**src/rtl/sensor_frame_scheduler_pkg.sv**
```systemverilog
// Shared types and constants for the sensor frame scheduler.
// Holds the scheduler state enum, default exposure and array height.
package sensor_frame_scheduler_pkg;

  localparam int PIXEL_ARRAY_HEIGHT = 16;
  localparam int ROW_CNT_BITS       = 12;
  localparam int DEFAULT_EXPOSE     = 255;

  typedef enum logic [2:0] {
    ST_IDLE,
    ST_ARM,
    ST_RUN,
    ST_DONE,
    ST_GAP,
    ST_ERR
  } sched_state_t;

  function automatic int max_int(input int a, input int b);
    return (a > b) ? a : b;
  endfunction

endpackage

```
**src/rtl/sched_watchdog.sv**
```systemverilog
// Clearable up-counter with a terminal-count flag.
// The terminal value is an input so one counter serves RUN and GAP.
module sched_watchdog #(
  parameter int W = 13
) (
  input  logic         clk_i,
  input  logic         rst_i,
  input  logic         clr_i,
  input  logic         en_i,
  input  logic [W-1:0] tc_val_i,
  output logic         tc_o
);

  logic [W-1:0] cnt_q;
  logic [W-1:0] cnt_d;

  // Next count: clear dominates, otherwise count while enabled.
  always_comb begin
    cnt_d = cnt_q;
    if (clr_i) begin
      cnt_d = '0;
    end else if (en_i) begin
      cnt_d = cnt_q + 1'b1;
    end
  end

  // Count register.
  always_ff @(posedge clk_i or posedge rst_i) begin
    if (rst_i) begin
      cnt_q <= '0;
    end else begin
      cnt_q <= cnt_d;
    end
  end

  assign tc_o = en_i && (cnt_q == tc_val_i);

endmodule

```
**src/rtl/sensor_frame_scheduler.sv**
```systemverilog
// Frame-by-frame sequencer for the pixel sensor state block.
// Optional row-count check: define SENSOR_SCHED_ROW_CHECK_EN.
module sensor_frame_scheduler
  import sensor_frame_scheduler_pkg::*;
#(
  parameter int EXPOSE_BITS      = 8,
  parameter int FRAME_COUNT_BITS = 16,
  parameter int INTER_FRAME_GAP  = 4,
  parameter int WATCHDOG_CYCLES  = 4096
) (
  input  logic                        clk_i,
  input  logic                        reset_i,
  input  logic                        cfg_we_i,
  input  logic [EXPOSE_BITS-1:0]      cfg_expose_time_i,
  input  logic                        cfg_continuous_i,
  input  logic                        frame_req_i,
  input  logic                        stop_i,
  input  logic                        readout_ready_i,
  input  logic                        sensor_frame_finished_i,
  input  logic                        sensor_new_row_i,
  output logic                        sensor_reset_o,
  output logic [EXPOSE_BITS-1:0]      sensor_expose_time_o,
  output logic                        busy_o,
  output logic                        frame_done_o,
  output logic [FRAME_COUNT_BITS-1:0] frame_count_o,
`ifdef SENSOR_SCHED_ROW_CHECK_EN
  output logic                        row_error_o,
`endif
  output logic                        error_o
);

  localparam int CNT_MAX = max_int(WATCHDOG_CYCLES, INTER_FRAME_GAP);
  localparam int CNT_W   = $clog2(CNT_MAX + 1);
  localparam int GAP_TC  = (INTER_FRAME_GAP > 0) ? INTER_FRAME_GAP - 1 : 0;
  localparam logic [EXPOSE_BITS-1:0] EXP_RST = EXPOSE_BITS'(DEFAULT_EXPOSE);

  sched_state_t                state_q;
  logic                        sensor_reset_q;
  logic [EXPOSE_BITS-1:0]      expose_q;
  logic                        cont_q;
  logic                        busy_q;
  logic                        frame_done_q;
  logic [FRAME_COUNT_BITS-1:0] frame_count_q;
  logic                        error_q;
  logic [EXPOSE_BITS-1:0]      shadow_exp_q;
  logic                        shadow_cont_q;
  logic                        stop_pend_q;
  logic                        req_pend_q;

  logic                        wd_en;
  logic                        wd_clr;
  logic                        wd_tc;
  logic [CNT_W-1:0]            wd_tc_val;
  logic                        go_on;
  logic                        decide;

  // One counter times both the RUN watchdog and the inter-frame gap.
  always_comb begin
    wd_en     = (state_q == ST_RUN) || (state_q == ST_GAP);
    wd_clr    = !wd_en;
    wd_tc_val = CNT_W'(WATCHDOG_CYCLES - 1);
    if (state_q == ST_GAP) begin
      wd_tc_val = CNT_W'(GAP_TC);
    end
  end

  sched_watchdog #(
    .W(CNT_W)
  ) u_wd (
    .clk_i   (clk_i),
    .rst_i   (reset_i),
    .clr_i   (wd_clr),
    .en_i    (wd_en),
    .tc_val_i(wd_tc_val),
    .tc_o    (wd_tc)
  );

  // Continuation decision point after a completed frame.
  always_comb begin
    go_on  = (cont_q && !stop_pend_q) || req_pend_q;
    decide = 1'b0;
    if (state_q == ST_DONE && INTER_FRAME_GAP == 0) begin
      decide = 1'b1;
    end
    if (state_q == ST_GAP && wd_tc) begin
      decide = 1'b1;
    end
  end

  // Shadow configuration, writable in any state.
  always_ff @(posedge clk_i or posedge reset_i) begin
    if (reset_i) begin
      shadow_exp_q  <= EXP_RST;
      shadow_cont_q <= 1'b0;
    end else if (cfg_we_i) begin
      shadow_exp_q  <= cfg_expose_time_i;
      shadow_cont_q <= cfg_continuous_i;
    end
  end

  // Scheduler FSM with registered outputs and pending flags.
  always_ff @(posedge clk_i or posedge reset_i) begin
    if (reset_i) begin
      state_q        <= ST_IDLE;
      sensor_reset_q <= 1'b1;
      expose_q       <= EXP_RST;
      cont_q         <= 1'b0;
      busy_q         <= 1'b0;
      frame_done_q   <= 1'b0;
      frame_count_q  <= '0;
      error_q        <= 1'b0;
      stop_pend_q    <= 1'b0;
      req_pend_q     <= 1'b0;
    end else begin
      frame_done_q <= 1'b0;
      if (cfg_we_i) begin
        error_q <= 1'b0;
      end
      if (state_q != ST_IDLE) begin
        if (stop_i) begin
          stop_pend_q <= 1'b1;
        end else if (frame_req_i) begin
          req_pend_q <= 1'b1;
        end
      end
      unique case (state_q)
        ST_IDLE: begin
          if (frame_req_i) begin
            state_q <= ST_ARM;
            busy_q  <= 1'b1;
          end
        end
        ST_ARM: begin
          if (readout_ready_i) begin
            state_q        <= ST_RUN;
            sensor_reset_q <= 1'b0;
            expose_q       <= shadow_exp_q;
            cont_q         <= shadow_cont_q;
          end
        end
        ST_RUN: begin
          if (sensor_frame_finished_i) begin
            state_q        <= ST_DONE;
            sensor_reset_q <= 1'b1;
            frame_done_q   <= 1'b1;
            frame_count_q  <= frame_count_q + 1'b1;
          end else if (wd_tc) begin
            state_q        <= ST_ERR;
            sensor_reset_q <= 1'b1;
            error_q        <= 1'b1;
          end
        end
        ST_DONE, ST_GAP: begin
          if (decide) begin
            state_q     <= go_on ? ST_ARM : ST_IDLE;
            busy_q      <= go_on;
            stop_pend_q <= 1'b0;
            req_pend_q  <= 1'b0;
          end else begin
            state_q <= ST_GAP;
          end
        end
        ST_ERR: begin
          state_q     <= ST_IDLE;
          busy_q      <= 1'b0;
          stop_pend_q <= 1'b0;
        end
        default: begin
          state_q <= ST_IDLE;
        end
      endcase
    end
  end

`ifdef SENSOR_SCHED_ROW_CHECK_EN
  logic [ROW_CNT_BITS-1:0] row_cnt_q;
  logic [ROW_CNT_BITS-1:0] rows_seen;
  logic                    row_error_q;

  assign rows_seen = row_cnt_q + ROW_CNT_BITS'(sensor_new_row_i);

  // Row pulses counted per frame; reset while armed.
  always_ff @(posedge clk_i or posedge reset_i) begin
    if (reset_i) begin
      row_cnt_q <= '0;
    end else if (state_q == ST_ARM) begin
      row_cnt_q <= '0;
    end else if (state_q == ST_RUN && sensor_new_row_i) begin
      row_cnt_q <= row_cnt_q + 1'b1;
    end
  end

  // Sticky short/long frame flag; a same-cycle set beats the clear.
  always_ff @(posedge clk_i or posedge reset_i) begin
    if (reset_i) begin
      row_error_q <= 1'b0;
    end else if (state_q == ST_RUN && sensor_frame_finished_i &&
                 rows_seen != ROW_CNT_BITS'(PIXEL_ARRAY_HEIGHT)) begin
      row_error_q <= 1'b1;
    end else if (cfg_we_i) begin
      row_error_q <= 1'b0;
    end
  end

  assign row_error_o = row_error_q;
`else
  logic unused_new_row;
  assign unused_new_row = sensor_new_row_i;
`endif

  assign sensor_reset_o       = sensor_reset_q;
  assign sensor_expose_time_o = expose_q;
  assign busy_o               = busy_q;
  assign frame_done_o         = frame_done_q;
  assign frame_count_o        = frame_count_q;
  assign error_o              = error_q;

endmodule

```
**config.mk**
```make
export PLATFORM = sky130hd
export DESIGN_NAME = sensor_frame_scheduler
export DESIGN_NICKNAME = d
export VERILOG_FILES = /design/src/rtl/sensor_frame_scheduler_pkg.sv /design/src/rtl/sched_watchdog.sv /design/src/rtl/sensor_frame_scheduler.sv
export SDC_FILE = /design/constraint.sdc
export NUM_CORES = 1
export LEC_CHECK = 0
export CORE_UTILIZATION = 30
export CTS_CLUSTER_SIZE = 10
export DETAILED_ROUTE_END_ITERATION = 10
export MAX_ROUTING_LAYER = met4
export PLACE_DENSITY = 0.54
export REMOVE_ABC_BUFFERS = 1
export SLEW_MARGIN = 40
export SYNTH_ARGS = -nofsm -noshare
export SYNTH_HDL_FRONTEND = slang
export SYNTH_SLANG_ARGS = --single-unit
```
**constraint.sdc**
```tcl
create_clock -name clk_i -period 1.7 [get_ports clk_i]
set_input_delay 0.34 -clock clk_i [delete_from_list [all_inputs] [get_ports clk_i]]
set_output_delay 0.34 -clock clk_i [all_outputs]
set_load 0.005 [all_outputs]
```
==> results.txt, run 1 <==
The flow ran to the end, and the final reports show no timing, DRC or antenna violations. The routed layout has 1844 vias. The number of core rows came out at 33. The height of the chip came out at 94.6 um. The TritonCTS buffer count came out at 5. After synthesis, the largest family of logic cells by area is simple AND/OR/NAND/NOR gates. In this run the tightest slew margin relative to its limit is roughly three quarters.

The global routing usage summed across all routing layers is around 13%. The first global-routing pass estimated 8700 um of wire. After synthesis, flip-flops and latches occupy between 50% and 60% of the total area.

The total internal power came out at between 2 and 3 mW. The number of input and output port buffers inserted is 43. The endpoint required time on the critical path is around 1.4 ns. The power share of the sequential group came out at between 40% and 50%. The max-cap check violation count is 0.

VDD sags by at most ~0.42 mV. Setup violations remaining at the end of the flow were counted as 0. The most common cell after layout, fill and taps aside is sky130_fd_sc_hd__dfrtp_1. The wire length per cell after detailed routing came out at about 12 um. The analysis attributes to cell leakage a power of approximately 1.5 nW. The number of hold-slack violations in the final timing report is 0. The top fanout value on the critical path came out at 7. The synthesized netlist devotes less than 1% of its cell area to adder and majority cells. For this design the ratio of total power to cell area is roughly 1100 nW/um2.

In this run the post-CTS setup repair buffer count came out at 0. Summing the areas of all compound-gate instances in the mapped netlist gives under 10% of the synthesized area. The clock tree root driver cell is sky130_fd_sc_hd__clkbuf_8.

The total area inside the core boundary comes to about 8300 um2. 0 antenna diodes ended up in the layout. The share of flip-flops with an asynchronous set or reset after synthesis came out at 100%. STA classifies the critical path startpoint as a register. The via count of the first global-routing pass is approximately 1.9k. The critical path's largest stage delay came out at approximately 0.52 ns. The cell count after synthesis came out at 224. The basic-gate share of the synthesized area counting and, or, nand and nor cells came out at 19.0%. In this run, distinct cell masters in the synthesized netlist total between 40 and 50. TritonCTS built the clock tree. The CTS H-tree depth came out at 2.

The kind of cell adding the most delay to the critical path is buffers and inverters. The aggregate routed wire length is 4960 um. The total die area came out at between 8000 and 9000 um2. The remaining number of nets flagged by the antenna check after routing came out at 0. The number of DRC violations after detailed routing came out at 0.

Measured on the finished design, the core utilization comes to about 42%. The switching share of power is around 30%. The post-route fraction of the period consumed by the critical path is approximately 95%. The violation count after the first detailed-routing iteration came out at slightly below 90. The logic gate share of total power came out at 32.5%.

By startpoint and endpoint, the worst setup path is classified as register to primary output. Routability-driven placement finished with a final weighted congestion of just under 0.8. The final critical path time including I/O delays and setup came out at roughly 1.6 ns. The achievable clock frequency is 621 MHz. The xor-xnor portion of the synthesized cell area came out at 7.83%. The signal arrival time at the worst endpoint came out at 1.27 ns.

In the layout the commonest cells are sky130_fd_sc_hd__dfrtp_1, sky130_fd_sc_hd__clkdlybuf4s50_1, sky130_fd_sc_hd__buf_4. The cell area after synthesis is 2570 um2. The slack of the worst reg-to-reg path came out at approximately 0.10 ns.

The worst min-delay path class is input pin to asynchronous set/reset pin. 45 I/O pins were placed. The number of antenna violations at the first check in global routing came out at 0. The total overflow left after global routing is 0. The total of warnings raised by yosys is 0. The final layout net count is between 300 and 400. The source-to-sink clock delay at the later pin of the worst-skew pair is approximately 0.31 ns.

The count of buffer and inverter cells on the critical path came out at 1. The part of the total power dissipated in the clock network is between 10% and 20%. In the routed layout, each cell is associated on average with a via count of between 4 and 5. The largest net degree at the start of global routing is 25. The count of state elements after synthesis came out at 56. For this design the total switching power over the nets is about 1.1 mW. The final instance area came out at 3470 um2.

The number of synthesized flops with an enable pin came out at 0. Summing all placed instances gives a cell area of 3350 um2. On the critical path, the stage with the largest delay is an instance of sky130_fd_sc_hd__clkdlybuf4s50_1. The relative area change from synthesis to final layout came out at 34.9%. The critical path goes through clkdlybuf4s50_1. The average cell area after synthesis is around 11 um2.

The horizontal die dimension came out at between 90 and 100 um. The total clock sinks is 56. The HPWL after detailed placement is roughly 3700 um.

The clock-pin slew on the worst setup and hold paths came out at between 0.1 and 0.15 ns. The most common flop cell mapped by yosys is sky130_fd_sc_hd__dfrtp_1. The share of final-layout standard cells stronger than drive strength 1 is between 20% and 30%. The clock skew is 0.0124 ns. For this configuration, the core starts out at a cell density of a little under a third. The worst setup path is captured at a primary output. In this run the deepest clock path goes through 2 buffers. The number of optimization iterations in the first detailed-route pass is 4. Setup repair after global routing left no endpoint under its margin. The proportion of synthesized area in mux cells is between 8 and 9%. The number of inserted filler cells in the final layout came out at roughly 800. The total count of max-transition violations in the final report is 0. At the pin with the least slew margin, the transition time is about 0.37 ns.
[per-stage QoR]
stage | worst slack (ns) | total power [mW] | cells | hold WS (ns) | setup TNS, ns
finish | 0.0898 | 3.84 | 404 | 0.301 | 0
global route | 0.00708 | 4.13 | 404 | 0.311 | 0
floorplan | 0.0168 | 2.51 | 218 | 0.424 | 0
CTS | 0.00471 | 3.94 | 404 | 0.307 | 0
global placement | -0.159 | 3.20 | 396 | 0.444 | -1.05
detailed placement | -0.146 | 3.21 | 396 | 0.458 | -0.999
[synth_stat cells (all sizes together) (5+ instances only)]
master | n | area share, %
xor2 | 8 | 2.7
dfrtp | 39 | 38
nand3 | 9 | 1.9
nand2 | 15 | 2.2
a21oi | 8 | 1.7
nor2 | 23 | 3.4
xnor2 | 15 | 5.1
and3 | 5 | 1.3
mux2 | 19 | 8.5
nand4 | 8 | 1.9
o21ai | 5 | 0.97
inv | 7 | 1.0
dfstp | 17 | 17
[power groups by stage]
stage	Combinational, mW	Sequential (mW)	Clock [mW]
after detailed placement	1.31	1.90	0
after floorplan	0.595	1.92	0
after global routing	1.39	1.91	0.829
after global placement	1.31	1.89	0
final	1.25	1.86	0.729
after CTS	1.29	1.87	0.779
[state kept, by name (all words and copies together) (netlist names)]
| register | count |
|---|---|
| sensor_expose_time_o | 8 |
| busy_o | 1 |
| stop_pend_q | 1 |
| sensor_reset_o | 1 |
| state_q | 3 |
| frame_done_o | 1 |
| error_o | 1 |
| shadow_cont_q | 1 |
| req_pend_q | 1 |
| frame_count_o | 16 |
| cont_q | 1 |
| shadow_exp_q | 8 |
| u_wd.cnt_q | 13 |
[what timing repair did]
item,4_1_cts,5_1_grt
hold buffers,0,0
gates resized for setup,5,10
endpoints found under the setup margin,6,10
[metal layers]
metal | GRT usage (%) | part of all wire, % | vias to the layer above
li1 | - | - | 942
met1 | 16.8 | 50 | 871
met2 | 19.5 | 45 | 27
met3 | 2.82 | 3.9 | 4
met4 | 3.79 | 1.1 | 0
met5 | - | 0 | -
[worst paths after layout]
check	startpoint	to	cells after the start
setup / recovery	frame_count_o[6]	frame_count_o[6]	1
hold / removal	reset_i	frame_count_o[4]	2
setup reg to reg	state_q[2]	frame_count_o[9]	6
hold reg to reg	u_wd.cnt_q[0]	u_wd.cnt_q[0]	1
max in group asynchronous	reset_i	sensor_expose_time_o[7]	3
min in group clk_i	u_wd.cnt_q[0]	u_wd.cnt_q[0]	1
[cell families after synthesis]
family	count (synthesis)
buf+inv	13
simple gates	88
mux	19
flops	56
xor+xnor	23
compound gates	23
fa+ha+maj	2
[final cells by class]
class / instances / area, um2 / area share [%]
sequential: 56 / 1430 / 41.1
timing repair buffer: 73 / 704 / 20.3
clock buffer: 5 / 68.8 / 1.98
clock inverter: 3 / 22.5 / 0.649
multi-input combinational: 155 / 1090 / 31.4
inverter: 7 / 26.3 / 0.757
tap: 105 / 131 / 3.79
Power figures use the tool's default switching activity.
==> run 2, diff against run 1 <==
--- a/config.mk
+++ b/config.mk
@@ -5,11 +5,11 @@
 export SDC_FILE = /design/constraint.sdc
 export NUM_CORES = 1
 export LEC_CHECK = 0
-export CORE_UTILIZATION = 30
-export CTS_CLUSTER_SIZE = 10
+export CORE_UTILIZATION = 38
 export DETAILED_ROUTE_END_ITERATION = 10
+export GPL_TIMING_DRIVEN = 0
 export MAX_ROUTING_LAYER = met4
-export PLACE_DENSITY = 0.54
+export PLACE_DENSITY = 0.65
 export REMOVE_ABC_BUFFERS = 1
 export SLEW_MARGIN = 40
 export SYNTH_ARGS = -nofsm -noshare
==> run 2 against run 1 <==
  * The flow now finishes with violations (design-rule violations)
  * Critical path depth rose by 5
  * Clock skew fell by 0.0050 ns
  * Design area fell by 4.9%
  * Combinational power fell by 8%
  * Global-route usage rose by 3.0 points
  * Clock power barely moved
  * Sequential share of layout area rose by 2.3 points
  * Largest cell class unchanged
  * Largest power group unchanged
==> results.txt, run 2 (same netlist as run 1, synthesis figures left out) <==
The final sum of negative setup slack is 0 ns (unchanged). The worst reg2reg path startpoint is state_q[2] (unchanged). The total die area is 7100 um2 (was 8950 um2).

The kind of cell adding the most delay to the critical path is simple AND/OR/NAND/NOR gates (was buffers and inverters). The cell area reported after detailed placement came out at 3080 um2 (was 3350 um2). The actual slew at the worst max-slew pin came to 0.460 ns (was 0.368 ns). The final critical path time including I/O delays and setup is 1.63 ns (was 1.61 ns). The relative area change from synthesis to final layout is 28.3% (was 34.9%). The signal arrival time at the worst endpoint is 1.83 ns (was 1.27 ns). The aggregate routed wire length was 5040 um (was 4960 um). The most common cell after layout, fill and taps aside is sky130_fd_sc_hd__clkdlybuf4s50_1 (was sky130_fd_sc_hd__dfrtp_1). The worst slew margin relative to its limit is 69.2% (was 75.2%). The top-level I/O count came out at 45 (unchanged). List of cells traversed by the critical path: nand2b_4 -> nand3b_1 -> inv_2 -> and4_4 -> nand4_1 -> xnor2_1 (was clkdlybuf4s50_1). The achievable clock frequency came out at 614 MHz (was 621 MHz). The category of the most critical setup path is register to register (was register to primary output). The top fanout value on the critical path came to 7 (unchanged). The final instance area was 3300 um2 (was 3470 um2). The number of core rows came out at 29 (was 33).

The source-to-sink clock delay at the later pin of the worst-skew pair is 0.31 ns (about the same). The number of buffers inserted by hold repair at cts is 0 (unchanged). The worst min-delay path class is input pin to asynchronous set/reset pin (unchanged). The kind of start point of the critical path is a register (unchanged). The clock-pin slew on the worst setup and hold paths came out at 0.10 ns (was 0.11 ns). The count of buffer and inverter cells on the critical path is 1 (unchanged). The total number of vias came to 1827 (was 1844). The number of optimization iterations in the first detailed-route pass came out at 7 (was 4).

The clock tree root driver cell is sky130_fd_sc_hd__clkbuf_8 (unchanged). The clock skew came out at 0.00738 ns (was 0.0124 ns). The total power divided by cell area came out at 1160 nW/um2 (was 1110 nW/um2). The floorplan core area came out at 6460 um2 (was 8260 um2). The global placer's final weighted congestion is 0.822 (was 0.790). The fraction of the core area covered by cells at the end of the flow is 51.1% (was 42.0%).

The starting utilization of the core area came out at 39.8% (was 31.2%). The via count of the first global-routing pass is 1795 (was 1871). The number of DRC violations after detailed routing is 6 (was 0). The violation count after the first detailed-routing iteration came to 89 (was 87). The endpoint required time on the critical path is 1.90 ns (was 1.36 ns). The remaining number of nets flagged by the antenna check after routing is 0 (unchanged). The final hold slack came to 0.369 ns (was 0.301 ns). The number of antenna diodes came out at 0 (unchanged). The CTS tree was built (unchanged). The flip-flop count of the largest register, all copies and words added was 16 (unchanged). The vias per cell came out at 5.13 (was 4.56). The TritonCTS buffer count was 5 (unchanged). The post-route fraction of the period consumed by the critical path is 95.8% (was 94.7%). The number of hold-slack violations in the final timing report was 0 (unchanged). The CTS H-tree depth came out at 2 (unchanged). The static leakage power came out at 1.39 nW (was 1.49 nW).

The cell with the biggest individual delay on the critical path is sky130_fd_sc_hd__dfrtp_2 (was sky130_fd_sc_hd__clkdlybuf4s50_1). The final layout net count is 297 (was 317). Most frequent cells in the layout: sky130_fd_sc_hd__clkdlybuf4s50_1, sky130_fd_sc_hd__dfrtp_1, sky130_fd_sc_hd__nor2_1 (was sky130_fd_sc_hd__dfrtp_1, sky130_fd_sc_hd__clkdlybuf4s50_1, sky130_fd_sc_hd__buf_4). The number of antenna violations at the first check in global routing came out at 0 (unchanged). The type of element capturing the critical path was a register (was primary output). The number of buffers between clock root and the deepest sink is 2 (unchanged). The wire length per cell after detailed routing was 14.1 um (was 12.3 um).

The global routing usage summed across all routing layers is 15.7% (was 12.7%). The max-cap check violation count is 0 (unchanged). The critical path's largest stage delay was 0.47 ns (was 0.52 ns). The share of final-layout standard cells stronger than drive strength 1 was 28.0% (was 29.4%).

The critical path startpoint is state_q[2] (was frame_count_o[6]). The number of inserted filler cells in the final layout is 592 (was 804). Status: finished, violations left (was finished, final reports clean). The wire length of the first global-routing pass came out at 8630 um (was 8700 um). The aggregate global routing overflow came out at 0 (unchanged). The pre-CTS worst setup slack is -0.261 ns (was -0.146 ns). The total clock sinks is 56 (unchanged). The slack of the critical path came out at 0.0719 ns (was 0.0898 ns). The horizontal die dimension was 84.3 um (was 94.6 um).

The total setup violations reported at the end of the flow came out at 0 (unchanged). The HPWL after detailed placement is 3350 um (was 3670 um). The height of the chip is 84.3 um (was 94.6 um). The final reports fail on design-rule violations. The number of input and output port buffers inserted is 43 (unchanged).

The total count of max-transition violations in the final report was 0 (unchanged). The largest voltage drop on the vdd net came out at 0.856 mV (was 0.423 mV). The largest net degree at the start of global routing was 31 (was 25).
run 2: through the flow:
stage                     std cells  power (mW)
after detailed placement        339        3.06
after floorplan                 218        2.51
final                           356        3.82
after CTS                       351        3.81
after global routing            356        4.08
after global placement          338        3.03
run 2: final cells by class:
class                   instances  area [um2]  area share, %
flip-flops and latches         56        1430           43.4
multi-input cells             155        1120           34.0
repair buffers                 53         529           16.0
well taps                      77        96.3           2.92
clock buffers                   5        68.8           2.08
inverters                       7        28.8          0.872
clock inverters                 3        22.5          0.682
run 2: per-layer routing:
layer / wire length [um] / vias to the layer above / GRT usage, % / part of all wire [%]
li1: - / 897 / - / -
met1: 2350 / 893 / 20.6 / 47
met2: 2470 / 35 / 24.6 / 49
met3: 205 / 2 / 3.24 / 4.1
met4: 10 / 0 / 4.86 / 0.20
met5: 0 / - / - / 0
run 2: path summary, 6_finish.rpt:
kind / end / slack (ns) / depth (start not counted)
worst max register to register: frame_count_o[9] / 0.07 / 6
worst max-delay path: frame_count_o[9] / 0.07 / 6
max in group asynchronous: sensor_expose_time_o[6] / 0.78 / 3
min in group clk_i: u_wd.cnt_q[0] / 0.46 / 1
worst min-delay path: frame_count_o[14] / 0.37 / 2
worst min register to register: u_wd.cnt_q[0] / 0.46 / 1
run 2: worst register-to-register path, delay by kind of cell (launching register included):
kind,cells,cell delay (ns)
DFF,1,0.47
and+or+nand+nor,4,0.77
buffers and inverters,1,0.14
xor gates and xnor gates,1,0.14
run 2: what timing repair did:
action	in CTS	in global routing
pin swaps	1	1
setup endpoints to repair	23	22
setup buffers	4	5
resized for setup	10	17
run 2: report_power, final:
| part | leakage (nW) | switching [mW] | internal, mW |
|---|---|---|---|
| logic | 0.655 | 0.482 | 0.669 |
| registers | 0.685 | 0.254 | 1.68 |
| clock network | 0.0485 | 0.436 | 0.296 |
==> run 3, diff against run 2 <==
--- a/config.mk
+++ b/config.mk
@@ -9,9 +9,9 @@
 export DETAILED_ROUTE_END_ITERATION = 10
 export GPL_TIMING_DRIVEN = 0
 export MAX_ROUTING_LAYER = met4
-export PLACE_DENSITY = 0.65
 export REMOVE_ABC_BUFFERS = 1
 export SLEW_MARGIN = 40
 export SYNTH_ARGS = -nofsm -noshare
 export SYNTH_HDL_FRONTEND = slang
 export SYNTH_SLANG_ARGS = --single-unit
+export TNS_END_PERCENT = 50
==> run 3 against run 2 <==
  * The flow still finishes with violations (design-rule violations)
  * Sequential power down 2%
  * Critical path depth is 1 higher
  * Power is 4.6% higher
  * Via count down 0.11%
  * Highest routed layer unchanged
==> results.txt, run 3 (same netlist as run 1, synthesis figures left out) <==
The worst reg2reg path startpoint is state_q[2] (unchanged). The horizontal die dimension is 84.3 um (unchanged). The kind of start point of the critical path is a register (unchanged). The clock skew was 0.0117 ns (was 0.00738 ns). The slack of the worst reg-to-reg path is 0.05 ns (was 0.07 ns). The source-to-sink clock delay at the later pin of the worst-skew pair came out at 0.31 ns (about the same). The fraction of the core area covered by cells at the end of the flow was 51.8% (was 51.1%). Failing checks: design-rule violations (unchanged). The CTS H-tree depth is 2 (unchanged). The global placer's final weighted congestion is 0.767 (was 0.822). The cell with the biggest individual delay on the critical path is sky130_fd_sc_hd__dfrtp_2 (unchanged).

Status: finished, violations left (unchanged). The total setup violations reported at the end of the flow came out at 0 (unchanged). The type of element capturing the critical path is a register (unchanged).

The floorplan core area came out at 6460 um2 (unchanged). The total die area is 7100 um2 (unchanged). The actual slew at the worst max-slew pin came to 0.456 ns (was 0.460 ns).

The number of DRC violations after detailed routing came out at 9 (was 6). The endpoint required time on the critical path is 1.89 ns (was 1.90 ns). The vias per cell is 5.07 (was 5.13). The number of inserted filler cells in the final layout is 589 (was 592). List of cells traversed by the critical path: nand2b_4 -> nand3b_1 -> inv_2 -> buf_4 -> and3_4 -> nand4_1 -> xnor2_1 (was nand2b_4 -> nand3b_1 -> inv_2 -> and4_4 -> nand4_1 -> xnor2_1). The aggregate global routing overflow came out at 0 (unchanged). The number of hold-slack violations in the final timing report is 0 (unchanged). The global routing usage summed across all routing layers came out at 15.8% (was 15.7%).

The top-level I/O count came out at 45 (unchanged). The height of the chip was 84.3 um (unchanged). The total number of vias came out at 1825 (was 1827). The flip-flop count of the largest register, all copies and words added is 16 (unchanged).

The count of buffer and inverter cells on the critical path is 2 (was 1). The total count of max-transition violations in the final report came to 0 (unchanged). The routed metal-1 wirelength came to 2500 um (was 2350 um). The final critical path time including I/O delays and setup was 1.65 ns (was 1.63 ns). The wire length of the first global-routing pass is 8570 um (was 8630 um). The worst reg2reg path depth came out at 7 (was 6). The clock tree root driver cell is sky130_fd_sc_hd__clkbuf_8 (unchanged). The violation count after the first detailed-routing iteration came out at 82 (was 89).

The worst slew margin relative to its limit was 69.5% (was 69.2%). The category of the most critical setup path is register to register (unchanged). The number of antenna diodes came out at 0 (unchanged). The endpoint of the worst-slack reg-to-reg timing path is frame_count_o[5] (was frame_count_o[9]). The via count of the first global-routing pass is 1821 (was 1795). The aggregate routed wire length is 5040 um (about the same). The met2 layer wire length in the routed design came out at 2240 um (was 2470 um).

The top fanout value on the critical path is 6 (was 7). The remaining number of nets flagged by the antenna check after routing came out at 0 (unchanged). The routed length on met3 came to 242 um (was 205 um). Most frequent cells in the layout: sky130_fd_sc_hd__clkdlybuf4s50_1, sky130_fd_sc_hd__dfrtp_1, sky130_fd_sc_hd__nor2_1 (unchanged). The CTS tree is built (unchanged). The number of buffers between clock root and the deepest sink is 2 (unchanged). The number of optimization iterations in the first detailed-route pass is 7 (unchanged).

The achievable clock frequency came out at 608 MHz (was 614 MHz). The HPWL after detailed placement was 3400 um (was 3350 um). The post-route fraction of the period consumed by the critical path was 96.8% (was 95.8%).

The starting utilization of the core area came out at 39.8% (unchanged). Setup repair after global routing could not meet its margin everywhere. The largest net degree at the start of global routing came to 31 (unchanged). The clock-pin slew on the worst setup and hold paths came to 0.10 ns (about the same). The TritonCTS buffer count is 5 (unchanged). The kind of cell adding the most delay to the critical path is simple AND/OR/NAND/NOR gates (unchanged). The static leakage power came out at 1.40 nW (was 1.39 nW).

The highest routed metal layer is met4 (unchanged). The wire length per cell after detailed routing is 14.0 um (was 14.1 um). The share of final-layout standard cells stronger than drive strength 1 came out at 29.0% (was 28.0%). The largest voltage drop on the vdd net came out at 0.587 mV (was 0.856 mV). The total clock sinks is 56 (unchanged).

The worst min-delay path class is input pin to asynchronous set/reset pin (unchanged). The number of antenna violations at the first check in global routing came to 0 (unchanged). The critical path's largest stage delay came out at 0.44 ns (was 0.47 ns). The relative area change from synthesis to final layout is 30.1% (was 28.3%).

The final layout net count is 301 (was 297). The number of input and output port buffers inserted came out at 43 (unchanged). The total power divided by cell area is 1190 nW/um2 (was 1160 nW/um2).

The number of core rows came out at 29 (unchanged). The most common cell after layout, fill and taps aside is sky130_fd_sc_hd__clkdlybuf4s50_1 (unchanged). The max-cap check violation count came to 0 (unchanged). The signal arrival time at the worst endpoint came out at 1.84 ns (was 1.83 ns). The final sum of negative setup slack was 0 ns (unchanged). The number of buffers inserted by hold repair at cts was 0 (unchanged).
## run 3: stage by stage
stage	area, um2	power [mW]	hold slack [ns]	worst slack, ns	std cells
final	3350	4.00	0.342	0.0544	360
after detailed placement	3080	3.06	0.447	-0.271	339
after global placement	3060	3.03	0.440	-1.07	338
after global routing	3350	4.27	0.350	-0.0252	360
after floorplan	2530	2.51	0.424	0.0168	218
after CTS	3240	3.94	0.334	0.00111	351
## run 3: worst reg2reg max path, stage by stage (launching register included)
cell and delay (ns):
sky130_fd_sc_hd__dfrtp_2 0.44, sky130_fd_sc_hd__nand2b_4 0.16, sky130_fd_sc_hd__nand3b_1 0.22, sky130_fd_sc_hd__inv_2 0.14, sky130_fd_sc_hd__buf_4 0.13, sky130_fd_sc_hd__and3_4 0.18
sky130_fd_sc_hd__nand4_1 0.11, sky130_fd_sc_hd__xnor2_1 0.14
## run 3: worst max-delay path by stage
stage,from,end,cells past startpoint
final,state_q[2],frame_count_o[5],7
after global routing,state_q[2],frame_count_o[5],7
after CTS,sensor_expose_time_o[2],sensor_expose_time_o[2],1
after detailed placement,sensor_frame_finished_i,frame_count_o[9],6
after global placement,reset_i,req_pend_q,2
after floorplan,reset_i,busy_o,1
## run 3: where the power goes
group | total (mW) | switching (mW) | internal [mW]
sequential | 1.90 | 0.213 | 1.68
combinational | 1.24 | 0.514 | 0.723
clock | 0.863 | 0.427 | 0.436
total | 4.00 | 1.15 | 2.84
## run 3: what timing repair did
item                       4_1_cts  5_1_grt
setup endpoints to repair       25       21
pin swaps                        1        0
setup buffers                    4        9
resized for setup               13       14
## run 3: cell type report
type | instances | area [um2] | area share [%]
tap | 77 | 96.3 | 2.88
inverter | 7 | 28.8 | 0.860
clock inverter | 3 | 42.5 | 1.27
multi-input combinational | 155 | 1130 | 33.7
clock buffer | 5 | 68.8 | 2.06
sequential | 56 | 1430 | 42.8
timing repair buffer | 57 | 552 | 16.5
## run 3: layer usage
metal | global-route usage [%] | vias to the layer above
met4 | 6.11 | 0
met5 | - | -
met2 | 24.1 | 36
li1 | - | 911
met3 | 3.24 | 5
met1 | 20.7 | 873
